--- config.mk ---
export PLATFORM = sky130hd
export DESIGN_NAME = ascii_string_rx_flat
export DESIGN_NICKNAME = d
export VERILOG_FILES = /design/src/rtl/ascii_string_pkg.sv /design/src/rtl/ascii_string_rx_if.sv /design/src/rtl/string_shift_buf.sv /design/src/rtl/ascii_string_rx.sv /design/src/flat_wrapper.sv
export SDC_FILE = /design/constraint.sdc
export NUM_CORES = 1
export LEC_CHECK = 0
export CAP_MARGIN = 20
export CORE_AREA = 2 2 166 103
export CTS_BUF_LIST = sky130_fd_sc_hd__clkbuf_4 sky130_fd_sc_hd__clkbuf_8 sky130_fd_sc_hd__clkbuf_16
export DETAILED_ROUTE_END_ITERATION = 10
export DIE_AREA = 0 0 168 105
export SLEW_MARGIN = 40
export SYNTH_ARGS = -nofsm -noshare
export SYNTH_HDL_FRONTEND = slang
export SYNTH_SLANG_ARGS = --single-unit
--- constraint.sdc ---
create_clock -name clk -period 3.51 [get_ports clk]
set_input_delay 0.5265 -clock clk [delete_from_list [all_inputs] [get_ports clk]]
set_output_delay 0.5265 -clock clk [all_outputs]
set_load 0.02 [all_outputs]
--- src/rtl/ascii_string_pkg.sv ---
// Shared types, character constants and byte classifiers for the ASCII string receiver.
package ascii_string_pkg;

    typedef enum logic [2:0] {
        StCollect = 3'd0,
        StEsc     = 3'd1,
        StOct     = 3'd2,
        StReplay  = 3'd3,
        StDone    = 3'd4
    } state_e;

    localparam logic [7:0] CH_NUL = 8'h00;
    localparam logic [7:0] CH_LF  = 8'h0A;
    localparam logic [7:0] CH_TAB = 8'h09;
    localparam logic [7:0] CH_BSL = 8'h5C;
    localparam logic [7:0] CH_DQ  = 8'h22;
    localparam logic [7:0] CH_N   = 8'h6E;
    localparam logic [7:0] CH_T   = 8'h74;

    function automatic logic is_octal(input logic [7:0] b);
        return (b >= 8'h30) && (b <= 8'h37);
    endfunction

    function automatic logic is_term(input logic [7:0] b);
        return (b == CH_NUL) || (b == CH_LF);
    endfunction

endpackage

--- src/rtl/ascii_string_rx_if.sv ---
// Character-stream input and packed-string output handshakes of the ASCII string receiver.
interface ascii_string_rx_if #(
    parameter int unsigned MAX_CHARS = 14,
    parameter int unsigned LEN_W     = $clog2(MAX_CHARS + 1)
);
    logic                   in_valid;
    logic [7:0]             in_data;
    logic                   in_ready;
    logic                   str_valid;
    logic                   str_ready;
    logic [8*MAX_CHARS-1:0] str_data;
    logic [LEN_W-1:0]       str_len;
    logic                   str_ovf;

    modport master (
        output in_valid, in_data, str_ready,
        input  in_ready, str_valid, str_data, str_len, str_ovf
    );

    modport slave (
        input  in_valid, in_data, str_ready,
        output in_ready, str_valid, str_data, str_len, str_ovf
    );
endinterface

--- src/rtl/string_shift_buf.sv ---
// Right-justified packed character buffer with length counter and sticky overflow flag.
module string_shift_buf #(
    parameter int unsigned MAX_CHARS = 14,
    parameter int unsigned LEN_W     = $clog2(MAX_CHARS + 1)
) (
    input  logic                   clk,
    input  logic                   nrst,
    input  logic                   push,
    input  logic [7:0]             ch,
    input  logic                   clear,
    output logic [8*MAX_CHARS-1:0] data,
    output logic [LEN_W-1:0]       len,
    output logic                   ovf
);

    logic [8*MAX_CHARS-1:0] data_q;
    logic [LEN_W-1:0]       len_q;
    logic                   ovf_q;

    always_ff @(posedge clk) begin
        if (!nrst || clear) begin
            data_q <= '0;
            len_q  <= '0;
            ovf_q  <= 1'b0;
        end else if (push) begin
            // A full buffer keeps its contents; the dropped char only raises ovf.
            if (len_q < LEN_W'(MAX_CHARS)) begin
                data_q <= {data_q[8*MAX_CHARS-9:0], ch};
                len_q  <= len_q + LEN_W'(1);
            end else begin
                ovf_q  <= 1'b1;
            end
        end
    end

    assign data = data_q;
    assign len  = len_q;
    assign ovf  = ovf_q;

endmodule

--- src/rtl/ascii_string_rx.sv ---
// Byte-serial ASCII string receiver: escape/octal decoding FSM feeding a packed string buffer.
module ascii_string_rx
    import ascii_string_pkg::*;
#(
    parameter int unsigned MAX_CHARS = 14,
    parameter int unsigned LEN_W     = $clog2(MAX_CHARS + 1)
) (
    input logic             clk,
    input logic             nrst,
    ascii_string_rx_if.slave bus
);

    state_e     state_q, state_d;
    logic [7:0] acc_q, acc_d;
    logic [1:0] cnt_q, cnt_d;
    logic [7:0] pend_q, pend_d;
    logic       in_ready_q;
    logic       str_valid_q;

    logic       fire;
    logic [7:0] cur;
    logic [7:0] acc_next;
    logic       push;
    logic [7:0] ch;
    logic       clear;

    logic [8*MAX_CHARS-1:0] buf_data;
    logic [LEN_W-1:0]       buf_len;
    logic                   buf_ovf;

    always_comb begin
        state_d  = state_q;
        acc_d    = acc_q;
        cnt_d    = cnt_q;
        pend_d   = pend_q;
        push     = 1'b0;
        ch       = 8'h00;
        clear    = 1'b0;
        fire     = bus.in_valid && in_ready_q;
        cur      = (state_q == StReplay) ? pend_q : bus.in_data;
        acc_next = {acc_q[4:0], 3'b000} + {5'b00000, bus.in_data[2:0]};
        case (state_q)
            // Replay re-runs the byte that ended an octal escape through the collect rules.
            StCollect, StReplay: begin
                if (fire || state_q == StReplay) begin
                    if (is_term(cur)) begin
                        state_d = StDone;
                    end else if (cur == CH_BSL) begin
                        state_d = StEsc;
                    end else begin
                        push    = 1'b1;
                        ch      = cur;
                        state_d = StCollect;
                    end
                end
            end
            StEsc: begin
                if (fire) begin
                    if (is_term(bus.in_data)) begin
                        state_d = StDone;
                    end else if (is_octal(bus.in_data)) begin
                        acc_d   = {5'b00000, bus.in_data[2:0]};
                        cnt_d   = 2'd1;
                        state_d = StOct;
                    end else begin
                        push    = 1'b1;
                        state_d = StCollect;
                        case (bus.in_data)
                            CH_N:    ch = CH_LF;
                            CH_T:    ch = CH_TAB;
                            default: ch = bus.in_data;
                        endcase
                    end
                end
            end
            StOct: begin
                if (fire) begin
                    if (is_term(bus.in_data)) begin
                        push    = 1'b1;
                        ch      = acc_q;
                        state_d = StDone;
                    end else if (is_octal(bus.in_data)) begin
                        if (cnt_q == 2'd2) begin
                            push    = 1'b1;
                            ch      = acc_next;
                            cnt_d   = 2'd0;
                            state_d = StCollect;
                        end else begin
                            acc_d = acc_next;
                            cnt_d = cnt_q + 2'd1;
                        end
                    end else begin
                        push    = 1'b1;
                        ch      = acc_q;
                        pend_d  = bus.in_data;
                        state_d = StReplay;
                    end
                end
            end
            StDone: begin
                if (bus.str_ready) begin
                    clear   = 1'b1;
                    state_d = StCollect;
                end
            end
            default: state_d = StCollect;
        endcase
    end

    // Handshake outputs are registered from the next state so they read 0 throughout reset.
    always_ff @(posedge clk) begin
        if (!nrst) begin
            state_q     <= StCollect;
            acc_q       <= 8'h00;
            cnt_q       <= 2'd0;
            pend_q      <= 8'h00;
            in_ready_q  <= 1'b0;
            str_valid_q <= 1'b0;
        end else begin
            state_q     <= state_d;
            acc_q       <= acc_d;
            cnt_q       <= cnt_d;
            pend_q      <= pend_d;
            in_ready_q  <= (state_d == StCollect) || (state_d == StEsc) || (state_d == StOct);
            str_valid_q <= (state_d == StDone);
        end
    end

    string_shift_buf #(
        .MAX_CHARS(MAX_CHARS),
        .LEN_W    (LEN_W)
    ) u_buf (
        .clk  (clk),
        .nrst (nrst),
        .push (push),
        .ch   (ch),
        .clear(clear),
        .data (buf_data),
        .len  (buf_len),
        .ovf  (buf_ovf)
    );

    assign bus.in_ready  = in_ready_q;
    assign bus.str_valid = str_valid_q;
    assign bus.str_data  = buf_data;
    assign bus.str_len   = buf_len;
    assign bus.str_ovf   = buf_ovf;

endmodule

--- src/flat_wrapper.sv ---
// flat-port wrapper written by rule: the top's interface ports become plain ports
module ascii_string_rx_flat import ascii_string_pkg::*;
#(
    parameter int unsigned MAX_CHARS = 14,
    parameter int unsigned LEN_W     = $clog2(MAX_CHARS + 1)
)
  (clk, nrst, bus_in_valid, bus_in_data, bus_str_ready, bus_in_ready, bus_str_valid, bus_str_data, bus_str_len, bus_str_ovf);
  ascii_string_rx_if #(.MAX_CHARS(MAX_CHARS), .LEN_W(LEN_W)) bus_i ();
  input logic clk;
  input logic nrst;
  input wire logic [$bits(bus_i.in_valid)-1:0] bus_in_valid;
  input wire logic [$bits(bus_i.in_data)-1:0] bus_in_data;
  input wire logic [$bits(bus_i.str_ready)-1:0] bus_str_ready;
  output wire logic [$bits(bus_i.in_ready)-1:0] bus_in_ready;
  output wire logic [$bits(bus_i.str_valid)-1:0] bus_str_valid;
  output wire logic [$bits(bus_i.str_data)-1:0] bus_str_data;
  output wire logic [$bits(bus_i.str_len)-1:0] bus_str_len;
  output wire logic [$bits(bus_i.str_ovf)-1:0] bus_str_ovf;
  assign bus_i.in_valid = bus_in_valid;
  assign bus_i.in_data = bus_in_data;
  assign bus_i.str_ready = bus_str_ready;
  assign bus_in_ready = bus_i.in_ready;
  assign bus_str_valid = bus_i.str_valid;
  assign bus_str_data = bus_i.str_data;
  assign bus_str_len = bus_i.str_len;
  assign bus_str_ovf = bus_i.str_ovf;
  ascii_string_rx #(.MAX_CHARS(MAX_CHARS), .LEN_W(LEN_W)) u_core (.clk(clk), .nrst(nrst), .bus(bus_i));
endmodule
==> impl_metrics.yaml <==
hold_path:
  min_path_type: "reg -> reg"
  min_from: "u_core.u_buf.ovf$_SDFFE_PP0P_"
  min_to: "u_core.u_buf.ovf$_SDFFE_PP0P_"
  hold_depth: 2
cells_and_area:
  fin_nets: 839
  final_core_util_pct: 52.79
  area_delta_synth_final_pct: 33.79
  layout_commonest_cell: "dfxtp_1"
  diodes: 0
  drive_gt1_share_pct: 8.701
  fillCellCount: 1475
  final_cell_mix: "dfxtp_1, clkdlybuf4s50_1, a21oi_1, nand3_1, o211ai_1"
clock_network:
  cts_resized: 0
  cts_num_sinks: 140
  postCtsSetupRepairBufs: 0
  clockRootBuffer: "clkbuf_16"
  cts_htree_levels: 4
  worstSkewPairLatency_ns: 0.41
  cts_max_path_buffers: 2
  cts_hold_buf: 0
  path_clk_slew_ns: 0.06
  cts_inserted_buffers: 17
  cts_tree: "built"
pwr:
  swShare_pct: 23.86
  p_switching_w: 0.0008783
  power_w: 0.003682
  powerDensity_nw_per_um2: 436.1
  clock_power_share_pct: 51.2
  peakVddDrop_uv: 271.1
  p_int_w: 0.002803
  combPwrFrac_pct: 5.1
  power_leakage_nw: 2.651
  seqPwrFrac_pct: 43.6
sta:
  setup_violations: 0
  timing.final.crit_share_pct: 90.84
  fin_tns_setup_ns: 0
  setup_ws_ns: 0.3214
  clock_skew_ns: 0.01156
  hold_viol_final: 0
  rsz0062_at_grt: "no"
  slew_viol_final: 0
  clock.fmax_mhz: 313.6
  relSlewSlack_pct: 47.90
  fin_crit_ns: 3.189
  worst_slew_pin_slew_ns: 0.7815
drt:
  vias_per_cell: 5.948
  via_count: 6233
  detail_route.iter0.violations: 721
  first_pass_iters: 5
  wl_um: 19770
  ant_nets: 0
  drt-wirelength-per-cell_um: 18.87
  drc: 0
synth:
  seq_area_frac_synth_pct: 44.42
  synthMuxAreaShare_pct: 3.093
  ys_types: 57
  synth_ff_type: "dfxtp_1"
  synthSimpleGateAreaFrac_pct: 17.35
  synth_top_cell_by_area: "dfxtp_1"
  yosysWarnings: 0
  synth_seq_cells: 140
  synth.avg_cell_area_um2: 8.550
  synth_edf_count: 0
  synth_top_family_by_area: "compound AO/OA/AOI/OAI gates"
  synth-async-reset-ratio_pct: 0
  synth_compound_area_share_pct: 28.48
  synth_xor_area_share_pct: 0.2776
  netlist_instances: 738
  synth.net_count: 751
  synth_top_area_share_pct: 44.42
  netlist_area_um2: 6310
  ys_top_cells_by_area: "dfxtp_1, o211ai_1, a21oi_1"
  synth_fa_ha_area_share_pct: 0.1983
setup_path:
  slowest_stage: "buf_4"
  cp-start-kind: "register"
  worstSetupPathType: "reg -> reg"
  reg2reg_from: "u_core.state_q[1]$_SDFF_PN0_"
  cpPeakStageDelay_ns: 0.53
  r2r_slack_ns: 0.32
  critPathMaxFanout: 46
  crit_chain: "and3b_1 -> mux2i_1 -> a211oi_2 -> buf_4 -> a211oi_4 -> buf_4 -> o211ai_1 -> a21oi_1"
  cp_common_cell: "buf_4"
  r2r-end: "u_core.u_buf.data[14]$_SDFFE_PP0P_"
  cp.required_ns: 3.84
  reg2reg_depth: 8
  critical_path_arrival_ns: 3.52
  worstSetupEndpointType: "register"
placement:
  gp_congestion: 0.9434
  dp_hpwl_um: 12880
  port_buffers: 130
  pre_cts_ws_ns: 0.2528
floorplan:
  die_area_um2: 17640
  dieHeight_um: 105
  ioPinCount: 131
  coreArea_um2: 15990
  initial_core_util_pct: 39.46
  die_w_um: 168
  rows: 36
global_route:
  grt_pass1_vias: 5758
  grt_usage_pct: 22.39
  grt_max_degree: 93
  grt_antenna_before_repair: 0
  grt-ovfl-total: 0
  grt_first_pass_wirelength_um: 31860
job:
  cap_violations: 0
outcome:
  status: "finished, final reports clean"
-- cells in the mapped netlist, types with 3 or more instances --
cell       number
and3_1          3
nand4_1         3
nor2_1         21
nand2b_1        3
o2111ai_1       6
nor2b_1         4
nor3_1          9
dfxtp_1       140
buf_1          15
nand3_1       118
mux2i_1        18
a211oi_1        4
nand2_1        27
inv_1           6
a21oi_1       125
clkbuf_1       41
o21ai_0         6
and3b_1         7
a211oi_2        6
o211ai_1      105
buf_2          24
-- flip-flops by register name, indices dropped and copies added, names as in the netlist --
register / flops
u_core.state_q: 3
u_core.bus.str_valid: 1
u_core.bus.in_ready: 1
u_core.acc_q: 8
u_core.cnt_q: 2
u_core.u_buf.data: 112
u_core.pend_q: 8
u_core.u_buf.len: 4
u_core.u_buf.ovf: 1
-- worst max-delay path, delay by kind of cell (launching register included) --
kind	cells	cell delay [ns]
AOI/OAI and AO/OA	4	0.90
buffers and inverters	2	0.72
and+or+nand+nor	1	0.49
muxes	1	0.48
DFF	1	0.51
-- per-stage QoR --
| step | hold slack, ns | std cells | area [um2] |
|---|---|---|---|
| 2_1_floorplan | 0.4319 | 738 | 6310 |
| 3_3_place_gp | 0.4422 | 1016 | 7828 |
| 3_5_place_dp | 0.4541 | 1016 | 7828 |
| 4_1_cts | 0.4647 | 1048 | 8442 |
| 5_1_grt | 0.4881 | 1048 | 8442 |
| 6_report | 0.4593 | 1048 | 8442 |
-- area by class of cell --
type | count | area, um2 | area share, %
clock inverter | 14 | 181.4 | 2.149
timing repair buffer | 153 | 1574 | 18.65
multi-input combinational | 508 | 3167 | 37.51
inverter | 6 | 22.52 | 0.2668
tap | 209 | 261.5 | 3.098
sequential | 140 | 2803 | 33.20
clock buffer | 18 | 432.9 | 5.128
-- logic make-up (layout without fill, tap and decap cells) --
logic type,count (synthesis),count (layout)
AOI/OAI and AO/OA,276,276
adders and majority gates,1,1
xor gates and xnor gates,2,2
buffers and inverters,90,191
muxes,19,19
DFF,140,140
and+or+nand+nor,210,210
-- power by group through the flow --
stage	Combinational, W	Sequential (W)	Clock (W)
6_report	0.000188	0.00161	0.00189
5_1_grt	0.000204	0.00161	0.00200
4_1_cts	0.000187	0.00161	0.00192
3_5_place_dp	0.000186	0.00164	0
3_3_place_gp	0.000185	0.00164	0
2_1_floorplan	0.000103	0.00165	0
-- routing by layer --
layer	global-route usage (%)	vias to the layer above	part of all wire, %
li1	-	2953	-
met4	5.776	0	0.92
met1	33.72	3021	50
met3	6.212	18	7.5
met5	0	-	0
met2	30.87	241	42
-- how the worst max path moves through the flow --
stage / from / end / slack (ns) / depth (start not counted)
2_1_floorplan: bus_in_data[3] / u_core.u_buf.data[57]$_SDFFE_PP0P_ / 1.07 / 11
3_3_place_gp: bus_in_data[0] / u_core.u_buf.data[2]$_SDFFE_PP0P_ / 0.33 / 9
3_5_place_dp: bus_in_data[0] / u_core.u_buf.data[35]$_SDFFE_PP0P_ / 0.25 / 8
4_1_cts: u_core.state_q[1]$_SDFF_PN0_ / u_core.u_buf.data[14]$_SDFFE_PP0P_ / 0.38 / 8
5_1_grt: u_core.state_q[1]$_SDFF_PN0_ / u_core.u_buf.data[41]$_SDFFE_PP0P_ / 0.10 / 8
6_report: u_core.state_q[1]$_SDFF_PN0_ / u_core.u_buf.data[14]$_SDFFE_PP0P_ / 0.32 / 8
(Power assumes the default switching activity.)
